$ cat config.mk
export PLATFORM = sky130hd
export DESIGN_NAME = fft_bitrev_reorder
export DESIGN_NICKNAME = d
export VERILOG_FILES = /design/src/rtl/complex_pkg.sv /design/src/rtl/fft_pingpong_ram.sv /design/src/rtl/fft_bitrev_reorder.sv
export SDC_FILE = /design/constraint.sdc
export NUM_CORES = 2
export LEC_CHECK = 0
export ABC_AREA = 1
export BUFFER_PORTS_ARGS = -buffer_cell sky130_fd_sc_hd__buf_2
export CAP_MARGIN = 5
export CORE_UTILIZATION = 40
export CTS_CLUSTER_DIAMETER = 50
export DETAILED_ROUTE_END_ITERATION = 8
export SLEW_MARGIN = 0
export SYNTH_ARGS = -nofsm -noshare
export SYNTH_HDL_FRONTEND = slang
export SYNTH_SLANG_ARGS = --single-unit
$ cat constraint.sdc
create_clock -name clk -period 6.1 [get_ports clk]
set_clock_uncertainty 0.2 [all_clocks]
set_input_delay 0 -clock clk [delete_from_list [all_inputs] [get_ports clk]]
set_output_delay 0 -clock clk [all_outputs]
set_load 0.01 [all_outputs]
$ cat src/rtl/complex_pkg.sv
// Shared complex-sample types and helpers for the FFT datapath.
// complex_t is the default-width complex word {re, im}; blocks with a
// different component width declare their own packed [0:1][W-1:0] type.
package complex_pkg;

   localparam int CPLX_WIDTH = 32;

   // Complex sample: element 0 is the real part, element 1 the imaginary part.
   typedef logic signed [0:1][CPLX_WIDTH-1:0] complex_t;

   // Widest index that bitrev can reverse.
   localparam int BITREV_MAX_WIDTH = 32;

   // Reverse the low 'width' bits of 'value'. Bits above 'width' are ignored
   // and the result is zero above 'width'. Shared by the input and output
   // reorder blocks.
   function automatic logic [31:0] bitrev(input logic [31:0] value, input int width);
      logic [31:0] result;
      logic [31:0] shifter;
      result  = '0;
      shifter = value;
      for (int i = 0; i < BITREV_MAX_WIDTH; i++) begin
         if (i < width) begin
            result = {result[30:0], shifter[0]};
         end
         shifter = shifter >> 1;
      end
      return result;
   endfunction

endpackage

$ cat src/rtl/fft_pingpong_ram.sv
// Two-bank sample store for the output reorder buffer. One synchronous
// write port and one asynchronous read port; the top address bit selects
// the bank, the remaining bits the word within the bank.
module fft_pingpong_ram #(
   parameter int ADDR_W = 6,
   parameter int WIDTH  = 64
) (
   input  logic              clk,
   input  logic              we,
   input  logic [ADDR_W-1:0] waddr,
   input  logic [WIDTH-1:0]  wdata,
   input  logic [ADDR_W-1:0] raddr,
   output logic [WIDTH-1:0]  rdata
);

   localparam int DEPTH = 1 << ADDR_W;

   logic [WIDTH-1:0] mem [DEPTH];

   // Write port: store the incoming word on the clock edge it is accepted.
   always_ff @(posedge clk) begin
      if (we) begin
         mem[waddr] <= wdata;
      end
   end

   // Read is combinational so the top can register the word straight into
   // its output stage on the same edge the read counter advances.
   assign rdata = mem[raddr];

endmodule

$ cat src/rtl/fft_bitrev_reorder.sv
// Output reorder buffer at the tail of the FFT pipeline. Frames arrive in
// bit-reversed order; each sample is written at the bit-reversed address of
// its arrival index so the reader can walk a bank linearly and emit natural
// order. Two banks ping-pong: one fills while the other drains through a
// ready/valid output register.
module fft_bitrev_reorder
   import complex_pkg::*;
#(
   parameter int N          = 32,
   parameter int DATA_WIDTH = 32
) (
   input  logic                               clk,
   input  logic                               rst,
   input  logic signed [0:1][DATA_WIDTH-1:0]  din,
   input  logic                               in_valid,
   output logic                               in_ready,
   output logic signed [0:1][DATA_WIDTH-1:0]  dout,
   output logic                               out_valid,
   input  logic                               out_ready,
   output logic                               overflow
);

   localparam int LOG2_N = $clog2(N);
   localparam int WORD_W = 2 * DATA_WIDTH;
   localparam logic [LOG2_N-1:0] LAST_IDX = LOG2_N'(N - 1);

   // Writer state
   logic              wr_bank_reg;
   logic [LOG2_N-1:0] wr_cnt_reg;
   logic              overflow_reg;

   // Reader state
   logic              rd_bank_reg;
   logic [LOG2_N-1:0] rd_cnt_reg;
   logic [WORD_W-1:0] dout_reg;
   logic              out_valid_reg;

   // Bank occupancy: set by the writer on frame completion, cleared by the
   // reader when the last word of the bank enters the output register.
   logic [1:0]        full_reg;
   logic [1:0]        full_next;

   logic              accept;
   logic              load;
   logic              wr_last;
   logic              rd_last;
   logic [LOG2_N-1:0] wr_addr_rev;
   logic [WORD_W-1:0] rd_word;

   // in_ready depends only on registered state, never on in_valid.
   assign in_ready    = !full_reg[wr_bank_reg];
   assign accept      = in_valid && in_ready;
   // The output register reloads when empty or being drained this edge.
   assign load        = (!out_valid_reg || out_ready) && full_reg[rd_bank_reg];
   assign wr_last     = accept && (wr_cnt_reg == LAST_IDX);
   assign rd_last     = load && (rd_cnt_reg == LAST_IDX);
   assign wr_addr_rev = LOG2_N'(bitrev(32'(wr_cnt_reg), LOG2_N));

   assign dout      = dout_reg;
   assign out_valid = out_valid_reg;
   assign overflow  = overflow_reg;

   fft_pingpong_ram #(
      .ADDR_W (LOG2_N + 1),
      .WIDTH  (WORD_W)
   ) u_ram (
      .clk   (clk),
      .we    (accept),
      .waddr ({wr_bank_reg, wr_addr_rev}),
      .wdata (din),
      .raddr ({rd_bank_reg, rd_cnt_reg}),
      .rdata (rd_word)
   );

   // Next full flags; writer and reader never finish the same bank on one
   // edge because a bank being written is never full.
   always_comb begin
      full_next = full_reg;
      if (wr_last) begin
         full_next[wr_bank_reg] = 1'b1;
      end
      if (rd_last) begin
         full_next[rd_bank_reg] = 1'b0;
      end
   end

   // Bank occupancy flags.
   always_ff @(posedge clk) begin
      if (!rst) begin
         full_reg <= 2'b00;
      end else begin
         full_reg <= full_next;
      end
   end

   // Writer: advance the arrival index, switch banks at frame end, and
   // latch a sticky flag for any sample offered while the bank is full.
   always_ff @(posedge clk) begin
      if (!rst) begin
         wr_bank_reg  <= 1'b0;
         wr_cnt_reg   <= '0;
         overflow_reg <= 1'b0;
      end else begin
         if (accept) begin
            wr_cnt_reg <= wr_cnt_reg + 1'b1;
            if (wr_last) begin
               wr_bank_reg <= !wr_bank_reg;
            end
         end
         if (in_valid && !in_ready) begin
            overflow_reg <= 1'b1;
         end
      end
   end

   // Reader: move the next natural-order word into the output register,
   // or drop out_valid once the held word is taken and nothing is ready.
   always_ff @(posedge clk) begin
      if (!rst) begin
         rd_bank_reg   <= 1'b0;
         rd_cnt_reg    <= '0;
         dout_reg      <= '0;
         out_valid_reg <= 1'b0;
      end else begin
         if (load) begin
            dout_reg      <= rd_word;
            out_valid_reg <= 1'b1;
            rd_cnt_reg    <= rd_cnt_reg + 1'b1;
            if (rd_last) begin
               rd_bank_reg <= !rd_bank_reg;
            end
         end else if (out_ready) begin
            out_valid_reg <= 1'b0;
         end
      end
   end

endmodule

After elaboration in Yosys (flattened, before gate mapping) --
Memories as Yosys holds them, arrays and structs flattened. A register that Yosys moved wholly into a read port is not among the register bits. Index checks and enable logic that the tools add are counted.
Storage, ports and cells: memories 1, RAM bits 4096, output and inout bits 67, register bits after elaboration 16
Operators by class: $lt $le $gt $ge 4, equality and inequality tests 2, reductions and logical operators 16, bitwise operators 3, add/subtract/negate cells 2, multiplexer cells 14
Memories:
- u_ram.mem | words 64, bits a word 64, rd ports 1, clocked after Yosys merged registers in 1, write ports 1, line fft_pingpong_ram.sv:18 | logic [WIDTH-1:0] mem [DEPTH];
Operators by type and width (count):
- $add 5x1->5 const B | 2
- $eq 5x5->1 const B | 2
- $mux 1 | 10
- $logic_and 1x1->1 | 7
- $logic_not 1->1 | 5
- $lt 1x2->1 const B | 2
- $mux 2 | 2
- $reduce_and 2->1 | 2
- $and 2x2->2 | 1
- $demux 1 s1 | 2
- $ge 1x1->1 const B | 2
- $not 2->2 | 1
- $or 2x2->2 | 1
- $reduce_bool 2->1 | 1
- $logic_or 1x1->1 | 1

Depth between registers and ports, before layout --
word-level depth 8, depth in mapped cells 15, depth with buffers taken out 11

By module --
Synthesis repeated with hierarchy kept, for this count alone.
Unflattened totals: cell total of the unflattened synthesis 13737, area, all modules 167042.7 um^2
By module, submodules not included:
- fft_pingpong_ram | seq. area each 122998.0 um^2, cells each 13341, instances 1, area an instance 164024.8 um^2
- fft_bitrev_reorder | seq. area each 1601.5 um^2, cells each 396, instances 1, area an instance 3017.9 um^2

Worst setup path after synthesis --
No wires, ideal clock.
path type reg2reg, start point reg wr_bank_reg, end point mem u_ram.mem[11][0], enable pin, data required time 5413 ps, setup time 487 ps, arrival 4062 ps, path slack 1351 ps, stages on the path, launching flop included 10, buffers on the path 2, cell sequence dfxtp_1 -> buf_2 -> nand2_1 -> o21ai_0 -> inv_1 -> nand2_1 -> inv_1 -> buf_2 -> nand4_1 -> nor2_1
On the way: longest elaborated chain between the ends 6
RTL lines:
- start, declared | line fft_bitrev_reorder.sv:28 | logic wr_bank_reg;
- start signal, assigned | line fft_bitrev_reorder.sv:107 | wr_bank_reg <= !wr_bank_reg;
- $mux 1 (not written as such) (2 in a row) | line fft_bitrev_reorder.sv:51 | assign in_ready = !full_reg[wr_bank_reg];
- $logic_not 1->1 | line fft_bitrev_reorder.sv:51
- net in_ready | line fft_bitrev_reorder.sv:16 | output logic in_ready,
- $logic_and 1x1->1 | line fft_bitrev_reorder.sv:52 | assign accept = in_valid && in_ready;
- $mux 1 | line fft_pingpong_ram.sv:22 | if (we) begin
- $mux 1 (not written as such) | line fft_pingpong_ram.sv:23 | mem[waddr] <= wdata;
- end, declared | line fft_pingpong_ram.sv:18
The timed path passes the listed nets, and every way through them passes these cells. The select of a mux whose other input is x is not followed.

Worst setup path in the final report --
start point reg wr_bank_reg, end point mem u_ram.mem[27][45], enable pin
On the way: longest elaborated chain between the ends 6
RTL lines (line):
- $mux 1 (not written as such) (2 in a row) | fft_bitrev_reorder.sv:51
- $logic_not 1->1 | fft_bitrev_reorder.sv:51
- $logic_and 1x1->1 | fft_bitrev_reorder.sv:52
- $mux 1 | fft_pingpong_ram.sv:22
- $mux 1 (not written as such) | fft_pingpong_ram.sv:23
Parallel ways exist; a longest one is shown, timed or not. The select of a mux whose other input is x is not followed.

==> results.cfg <==
[place]
dpl_cell_area_um2 = 173800
dp_hpwl_mm = 280.4
place.gp.congestion = 0.8340
portBuffers = 134

[critical_path]
reg2reg_depth = 7
path_class = reg -> reg
critical_path.endpoint_type = flip-flop
cp-start-kind = flip-flop
worst_path_most_repeated_cell = inv_1
crit_required_ps = 6540
slowest_delay_ps = 1160
critical_path_depth = 7
path_cells = o21ai_0, inv_1, nand2_1, inv_1, nand4_1, nor2_4, buf_4
cp_top_family = simple AND/OR/NAND/NOR gates
r2r_slack_ps = 1750
cp_max_fo = 22
critPathBufInv = 3
cp.arrival_ps = 4790
crit_path_start = wr_bank_reg$_SDFFE_PN0P_
r2r-start = wr_bank_reg$_SDFFE_PN0P_
critPathSlowestCell = nor2_4
timing.rr.end = u_ram.mem[27][45]$_DFFE_PP_

[global_route]
grt_pass1_vias = 105100
antenna_found_initial = 24
grt_start_max_net_pins = 187
grt-ovfl-total = 0
grt_pass1_wl_mm = 764.6
grt_use_total_pct = 25.01

[logic_synthesis]
synth_edf_count = 4096
syn_avg_cell_area_um2 = 12.07
synth_warnings = 0
synthTopCellsByArea = edfxtp_1 (74%), nand3_1 (11%), nand2_1 (11%)
synth_top_cell_by_area = edfxtp_1
postSynthCellCount = 13850
synth.top_cells.by_count = nand2_1 (4,690), edfxtp_1 (4,096), nand3_1 (3,654), buf_2 (584), nor2_1 (198)
yosysMostFrequentCell = nand2_1
synthesis.nets = 13920
synthFlopType = edfxtp_1
ys_seq_area_share_pct = 74.55
ys_types = 23
syn-cell-area_um2 = 167100
yosys.area.top_type_share_pct = 73.59
async_flop_share_pct = 0
ys_ff_latch = 4176

[pwr]
p_leak_nw = 66.55
irDropWorstVdd_v = 0.0002769
power.density_nw_per_um2 = 319.7

[clock_network]
cts_max_level = 5
clk_latency_ps = 1020
cts_buffers = 459
cts-root-buf = clkbuf_16
clk_pin_slew_ps = 60
cts_setup_buffers = 0
clkSinkCount = 4176
cts_tree = built
cts_buffer_depth = 4
cts_resized = 0

[min_path]
holdPathEnd = u_ram.mem[34][63]$_DFFE_PP_
min_path_type = in -> reg
min_path_cells = 3
hold_start = din[63]

[sta]
setup_viol = 0
hold_viol = 0
slew_viol_final = 0
rsz0062_at_grt = no
fin_crit_sh_pct = 71.27
fin_tns_setup_ps = 0
tightest_slew_ps = 1353
fmax_ghz = 0.2300
period_minus_slack_ps = 4347
maxSlewHeadroom_pct = 9.592

[finish]
fin_nets = 14010
area_delta_synth_final_pct = 13.62
fillers = 37270
drive_gt1_share_pct = 8.541
largest_reg_flops = 4096
multiInputGateArea_um2 = 37820
seq_area_um2 = 124600
finalInstanceArea_um2 = 189900

[floorplanning]
die_y_um = 648.4
start_util_pct = 40.15
die_w_um = 648.4
num_rows = 237
fp.dieArea_um2 = 420400
ios = 135
core-area_um2 = 416300

[route]
drt_wl_total_mm = 540.0
vias = 112400
viasPerCell = 5.667
wire_per_inst_um = 27.23
dr.pass1.iters = 8
ant_nets = 0
drt_iter0_markers = 14510
drc = 6

[outcome]
outcome = complete, but fails checks
violations = design-rule violations

[flow_run]
maxCapViolations = 0
-- kinds of logic (layout without fill, tap and decap cells) --
logic type / after synthesis / in the layout / synth area share, %
AO/OA/AOI/OAI: 112 / 112 / 0.3361
adder cells (fa/ha/maj): 4 / 4 / 0.02995
buffers and inverters: 998 / 1473 / 3.120
flip-flops: 4176 / 4176 / 74.55
other: 0 / 13 / 0
AND/OR/NAND/NOR: 8555 / 8555 / 21.97
-- per-layer routing --
layer	share of wire, %	wire length, µm	GRT usage (%)	vias up
li1	-	-	-	49260
met4	4.8	25940	10.88	10
met5	0.012	63	0	-
met1	39	210700	33.76	55990
met2	46	249200	39.55	6061
met3	10	54120	4.661	1050
-- through the flow --
stage	hold slack, ps	total power [mW]	util, %	cells	setup slack [ps]
final	18.89	60.71	45.61	19830	1753
after global routing	30.71	62.08	45.61	19820	1622
after CTS	5.841	60.94	45.60	19820	1873
after detailed placement	214.3	33.11	41.73	18900	1895
after global placement	214.7	33.09	41.73	18900	1836
after floorplan	-101.1	32.42	-	13850	1351
-- layout make-up --
class,count,share of cell area [%]
inverters,89,0.2069
flip-flops and latches,4176,65.63
multi-input cells,8671,19.91
clock inverters,263,1.641
clock buffers,583,6.439
well taps,5497,3.622
diodes,13,0.01713
repair buffers,538,2.534
-- layout by cell type (no fill, tap or decap), types with 15 or more instances in the layout --
cell type,netlist,routed
buf_2,584,131
clkinv_1,1,64
dfxtp_1,80,74
clkinvlp_4,0,15
inv_1,84,81
edfxtp_1,4096,4096
nand3_1,3654,3654
buf_12,0,73
clkbuf_8,0,17
clkinv_2,0,80
nand2_1,4690,4690
clkbuf_1,115,102
a21oi_1,98,98
bufinv_16,0,55
dlygate4sd3_1,0,75
nor2_4,0,66
nor2_1,198,133
buf_4,93,259
clkbuf_16,0,464
-- power breakdown --
| part | switching [mW] | leakage (nW) | internal [mW] |
|---|---|---|---|
| combinational | 0.775 | 21.6 | 0.156 |
| clock | 11.6 | 7.47 | 16.5 |
| sequential | 0.0239 | 37.5 | 31.6 |
| total | 12.4 | 66.5 | 48.3 |
-- how the worst max path moves through the flow --
stage / endpoint / slack (ps)
floorplan: u_ram.mem[11][0]$_DFFE_PP_ / 1350
global placement: u_ram.mem[27][8]$_DFFE_PP_ / 1840
detailed placement: u_ram.mem[27][8]$_DFFE_PP_ / 1900
CTS: u_ram.mem[27][45]$_DFFE_PP_ / 1870
global route: u_ram.mem[27][45]$_DFFE_PP_ / 1620
finish: u_ram.mem[27][45]$_DFFE_PP_ / 1750
-- worst reg2reg max path, stage by stage (launching register included) --
cell and delay (ps):
dfxtp_1 470, o21ai_0 190, inv_1 100, nand2_1 170, inv_1 330, nand4_1 750
nor2_4 1160, buf_4 550
-- what timing repair did --
action	4_1_cts	5_1_grt
setup endpoints to repair	0	0
hold buffers	75	0
endpoints found under the hold margin	4160	0
(Power assumes the default switching activity.)
